<file path="config.mk">
export PLATFORM = sky130hd
export DESIGN_NAME = pll_lock_seq
export DESIGN_NICKNAME = d
export VERILOG_FILES = /design/src/rtl/pll_lock_seq.sv
export SDC_FILE = /design/constraint.sdc
export NUM_CORES = 1
export LEC_CHECK = 0
export ABC_AREA = 1
export CORE_ASPECT_RATIO = 2
export CORE_UTILIZATION = 41
export DETAILED_ROUTE_END_ITERATION = 16
export GPL_TIMING_DRIVEN = 0
export HOLD_SLACK_MARGIN = 0.12
export PLACE_DENSITY = 0.59
export SETUP_SLACK_MARGIN = 0.05
export SYNTH_ARGS = -nofsm -noshare
export SYNTH_HDL_FRONTEND = slang
export SYNTH_SLANG_ARGS = --single-unit
</file>
<file path="constraint.sdc">
create_clock -name clk -period 4.5 [get_ports clk]
set_input_delay 1.35 -clock clk [delete_from_list [all_inputs] [get_ports clk]]
set_output_delay 1.35 -clock clk [all_outputs]
set_load 0.01 [all_outputs]
</file>
<file path="src/rtl/pll_lock_seq.sv">
// pll_lock_seq: PLL lock model and reset sequencer for the ice40 6502 system.
// Models PLL acquisition, then holds the system in reset for a fixed time,
// then releases a set of independent clock-enable strobes for the CPU, video
// and UART blocks. Every output comes straight from a register.

module pll_lock_seq #(
    parameter int                    LOCK_CYCLES = 16,
    parameter int                    HOLD_CYCLES = 8,
    parameter int                    NCE         = 2,
    parameter int                    DIV_W       = 8,
    parameter logic [NCE*DIV_W-1:0]  DIVS        = {8'd4, 8'd2}
) (
    input  logic           clk,
    input  logic           rst,
    input  logic           resetb,
    input  logic           bypass,
    output logic           lock,
    output logic           sys_rst,
    output logic [NCE-1:0] ce,
    output logic [1:0]     state
);

    // The shared counter only has to reach the larger of the two terminal
    // values; it is cleared on every terminal compare so it never wraps.
    localparam int MAX_CYCLES = (LOCK_CYCLES > HOLD_CYCLES) ? LOCK_CYCLES : HOLD_CYCLES;
    localparam int CNT_W      = $clog2(MAX_CYCLES + 1);

    localparam logic [CNT_W-1:0] LOCK_LAST = CNT_W'(LOCK_CYCLES - 1);
    localparam logic [CNT_W-1:0] HOLD_LAST = CNT_W'(HOLD_CYCLES - 1);

    typedef enum logic [1:0] {
        ST_RESET   = 2'd0,
        ST_ACQUIRE = 2'd1,
        ST_HOLD    = 2'd2,
        ST_RUN     = 2'd3
    } stateT;

    stateT            state_q;
    logic             lock_q;
    logic             sysRst_q;
    logic             bypass_q;
    logic [NCE-1:0]   ce_q;
    logic [CNT_W-1:0] cnt_q;

    logic [DIV_W-1:0] divCnt_q [NCE];
    logic [DIV_W-1:0] divCnt_d [NCE];
    logic [NCE-1:0]   ceRun_d;

    logic             bypassEdge;

    // A bypass change only counts as an event once the sequencer has left
    // RESET; in RESET the new value is simply picked up on the way out.
    always_comb begin
        bypassEdge = (bypass != bypass_q) && (state_q != ST_RESET);
    end

    // Next value of each divider while running. A divider whose ratio is 0 or
    // 1 sits at zero, so its strobe is high on every RUN cycle. The strobe is
    // computed from the next count so the registered ce lines up with it.
    always_comb begin
        for (int i = 0; i < NCE; i++) begin
            divCnt_d[i] = '0;
            ceRun_d[i]  = 1'b1;
            if ((DIVS[i*DIV_W +: DIV_W] > DIV_W'(1)) &&
                (divCnt_q[i] < (DIVS[i*DIV_W +: DIV_W] - DIV_W'(1)))) begin
                divCnt_d[i] = divCnt_q[i] + DIV_W'(1);
                ceRun_d[i]  = 1'b0;
            end
        end
    end

    // Sequencer: resetb low beats everything, then a bypass change restarts
    // acquisition (or hold), otherwise the state walks RESET->ACQUIRE->HOLD->RUN.
    // Entering HOLD with lock still low (bypass path) spends one cycle raising
    // lock before the hold count starts, so the hold is always a full count.
    always_ff @(posedge clk or posedge rst) begin
        if (rst) begin
            state_q  <= ST_RESET;
            lock_q   <= 1'b0;
            sysRst_q <= 1'b1;
            bypass_q <= 1'b0;
            ce_q     <= '0;
            cnt_q    <= '0;
            for (int i = 0; i < NCE; i++) begin
                divCnt_q[i] <= '0;
            end
        end else begin
            bypass_q <= bypass;
            ce_q     <= '0;
            if (!resetb) begin
                state_q  <= ST_RESET;
                lock_q   <= 1'b0;
                sysRst_q <= 1'b1;
                cnt_q    <= '0;
                for (int i = 0; i < NCE; i++) begin
                    divCnt_q[i] <= '0;
                end
            end else if (bypassEdge) begin
                state_q  <= bypass ? ST_HOLD : ST_ACQUIRE;
                lock_q   <= 1'b0;
                sysRst_q <= 1'b1;
                cnt_q    <= '0;
                for (int i = 0; i < NCE; i++) begin
                    divCnt_q[i] <= '0;
                end
            end else begin
                case (state_q)
                    ST_RESET: begin
                        lock_q   <= 1'b0;
                        sysRst_q <= 1'b1;
                        cnt_q    <= '0;
                        state_q  <= bypass ? ST_HOLD : ST_ACQUIRE;
                    end
                    ST_ACQUIRE: begin
                        sysRst_q <= 1'b1;
                        if (cnt_q == LOCK_LAST) begin
                            state_q <= ST_HOLD;
                            lock_q  <= 1'b1;
                            cnt_q   <= '0;
                        end else begin
                            cnt_q <= cnt_q + CNT_W'(1);
                        end
                    end
                    ST_HOLD: begin
                        sysRst_q <= 1'b1;
                        if (!lock_q) begin
                            lock_q <= 1'b1;
                            cnt_q  <= '0;
                        end else if (cnt_q == HOLD_LAST) begin
                            state_q  <= ST_RUN;
                            sysRst_q <= 1'b0;
                            cnt_q    <= '0;
                            ce_q     <= '1;
                            for (int i = 0; i < NCE; i++) begin
                                divCnt_q[i] <= '0;
                            end
                        end else begin
                            cnt_q <= cnt_q + CNT_W'(1);
                        end
                    end
                    ST_RUN: begin
                        lock_q   <= 1'b1;
                        sysRst_q <= 1'b0;
                        ce_q     <= ceRun_d;
                        for (int i = 0; i < NCE; i++) begin
                            divCnt_q[i] <= divCnt_d[i];
                        end
                    end
                    default: begin
                        state_q  <= ST_RESET;
                        lock_q   <= 1'b0;
                        sysRst_q <= 1'b1;
                        cnt_q    <= '0;
                    end
                endcase
            end
        end
    end

    assign lock    = lock_q;
    assign sys_rst = sysRst_q;
    assign ce      = ce_q;
    assign state   = state_q;

endmodule

</file>
==> impl_results.md, run 1 <==
* Cell at the slowest stage of the critical path: dfstp_2
* Most frequent cells in the layout: nand2_1 (43), inv_1 (40), dfrtp_1 (27), nor2_1 (15), nand3_1 (13)
* P_int at 0.000495 W
* Async set-or-reset flop fraction in the synthesized netlist at 1.00
* CTS root buffer: clkbuf_8
* Worst path bufs/invs at 1
* Clock Latency Late Sink at 270 ps
* Largest net degree at the start of global routing at 29
* Max Cap Viol at 0
* Cell leakage power at 0.892 nW
* Fin Clk Skew at 3.29 ps
* Family with the most delay on the worst path: flip-flops
* Endpoints failing hold at 0
* Power density cells at 439 nW/um2
* Gate Count Post-Synth at 185
* Post-Syn Area at 1520 um2
* Reg power frac at 0.380
* Grt ovf at 0
* Final ANT Viol Nets at 0
* Sequential element share of the synthesized area at 0.462
* Num CTS Buffers at 3
* Total nets after synthesis at 199
* Initial antenna violation count at 0
* Area share of the largest cell type after synthesis at 0.445
* Normalized max-slew margin at 0.311
* Sw Pwr at 0.000270 W
* Critical path class: flop to output pin
* Final TNS setup at 0 ps
* Tmin final at 2660 ps
* RSZ-0062 raised after global routing: no
* Maximum vdd drop at 0.276 mV
* Worst slew pin tran at 1030 ps
* Area contributors post-synth: dfrtp_1 (44%), nand2_1 (11%), inv_1 (9.9%), ha_1 (8.2%), nand3_1 (4.3%)
* Yosys reg bits at 28
* Post-synth cell types at 21
* Synth-to-Final Area Change at 14.7%
* Initial Utilization at 0.426
* Dominant cell type by area after synthesis: dfrtp_1
* # port buffers at 9
* Fill count at 373
* Detailed Route Iter0 Violations at 18
* Share of cells above drive strength 1 at 0.111
* I/O pins at 10
* Final worst-path cycle share at 0.591
* Top FF cell, synth: dfrtp_1
* Row cnt at 31
* Commonest non-fill, non-tap cell in the layout: nand2_1
* Die height at 88.1 um
* Die area at 3970 um2
* Final Wtd Congestion at 0.762
* Total core area at 3570 um2
* Initial DRT Pass Iterations at 4
* Clock power share at 0.254
* CP peak stage delay at 520 ps
* DRC Markers at 0
* Sw frac at 0.353
* Vias in the first global route at 1198
* Design area at 1740 um2
* Clock tree buffer depth at 2
* Number of synthesized flops with an enable pin at 0
* Drt wl/cell at 10.8 um
* DP Worst Slack at 1660 ps
* Global-route wire length before repair at 4.93 mm
* Min-delay worst type: flop to flop
* Status: completed
* Worst endpoint required time at 3150 ps
* GRT Util Overall at 0.165
* CTS clk-pin slew, worst paths at 90 ps
* Area after DPL at 1670 um2
* DPL Wire Length at 2.08 mm
* Setup bufs post-CTS at 0
* CP Cell Sequence: clkdlybuf4s50_1
* Total Routed Length at 2.66 mm
* Die width at 45.0 um
* Arr. time, crit path at 1310 ps
* Synth warn at 0
* Setup ws final at 1840 ps
* Cts repair resizes at 0
* ANT cells at 0
* Syn_area_per_cell at 8.21 um2
* Vias at 1142
* # setup viols final at 0
* CP Launch Type: flop
* CP max FO at 1
* H-tree depth at 1
* Vias/cell at 4.62
* TritonCTS clock tree: built
* Setup crit end kind: output pin
* # hold bufs at CTS at 0
* Clk sink count at 28
* Fmax at 376 MHz
* Combinational power share at 0.367
* Final nets at 213
* Fin. max-slew vios at 0
-- flip-flops by register name, indices dropped and copies added, names as in the netlist --
register  count
bypass_q      1
divCnt_q     16
ce            2
cnt_q         5
state         2
sys_rst       1
lock          1
-- power by group through the flow --
| stage | clock [W] | sequential [W] | combinational, W |
|---|---|---|---|
| 6_report | 0.000194 | 0.000290 | 0.000280 |
| 5_1_grt | 0.000211 | 0.000293 | 0.000324 |
| 4_1_cts | 0.000200 | 0.000291 | 0.000283 |
| 3_5_place_dp | 0 | 0.000296 | 0.000282 |
| 3_3_place_gp | 0 | 0.000295 | 0.000279 |
| 2_1_floorplan | 0 | 0.000298 | 0.000201 |
-- cell usage after synthesis (2+ instances only) --
cell      n
inv_1    40
dfrtp_1  27
nand3_1  13
nand2_2   3
o21ai_0   9
nand4_1   4
nor2_4    2
nor2_2    9
ha_1     10
nor2_1   15
nand2_1  43
-- layout make-up --
cell class                      count  area, um2  share of cell area
Buffer                              1       20.0              0.0115
Clock buffer                        3       41.3              0.0237
Clock inverter                      1       30.0              0.0172
Inverter                           40        150              0.0862
Multi-Input combinational cell    116        647               0.371
Sequential cell                    28        702               0.403
Tap cell                           49       61.3              0.0352
Timing Repair Buffer                9       90.1              0.0517
-- through the flow --
stage | std cells | hold slack (ps) | power [W] | util
6_report | 247 | 505 | 0.000764 | 0.488
5_1_grt | 247 | 531 | 0.000829 | 0.488
4_1_cts | 247 | 504 | 0.000773 | 0.488
3_5_place_dp | 243 | 488 | 0.000578 | 0.468
3_3_place_gp | 243 | 471 | 0.000574 | 0.468
2_1_floorplan | 185 | 453 | 0.000499 | -
-- logic make-up (layout without fill, tap and decap cells) --
kind of cell / count (synthesis) / count (layout) / share of synthesized area
and+or+nand+nor: 92 / 92 / 0.291
buffers and inverters: 41 / 54 / 0.112
DFF: 28 / 28 / 0.462
AOI/OAI and AO/OA: 13 / 13 / 0.0470
adders and majority gates: 10 / 10 / 0.0824
xor gates and xnor gates: 1 / 1 / 0.00577
-- routing by layer --
layer / wire (um) / GRT usage
met1: 1090 / 0.186
met2: 1500 / 0.294
met3: 31 / 0.0206
met4: 44 / 0.0744
met5: 0 / 0
-- final timing paths --
check,slack (ps),to,cells past startpoint,startpoint
min in group asynchronous,1620,divCnt_q[6],2,rst
max in group asynchronous,2250,lock,2,rst
worst max register to register,2690,cnt_q[0],9,cnt_q[0]
worst min-delay path,500,divCnt_q[2],2,divCnt_q[2]
worst max-delay path,1840,sys_rst,1,sys_rst
worst min register to register,500,divCnt_q[2],2,divCnt_q[2]
No activity file was read; power rests on OpenSTA's default activity.
==> inputs of run 2 (changes only) <==
Clock period 4.5 ns to 2.5 ns, I/O delays scaled along.
==> results of run 2 <==
The final DEF is identical to that of run 1. Status: completed.
Among the figures that moved: setup slack after placement 1660 ps -> 265 ps; setup slack after layout 1840 ps -> 441 ps; register-to-register setup slack 2690 ps -> 690 ps; total power 0.000764 W -> 0.00138 W; worst IR drop on VDD 0.276 mV -> 0.496 mV
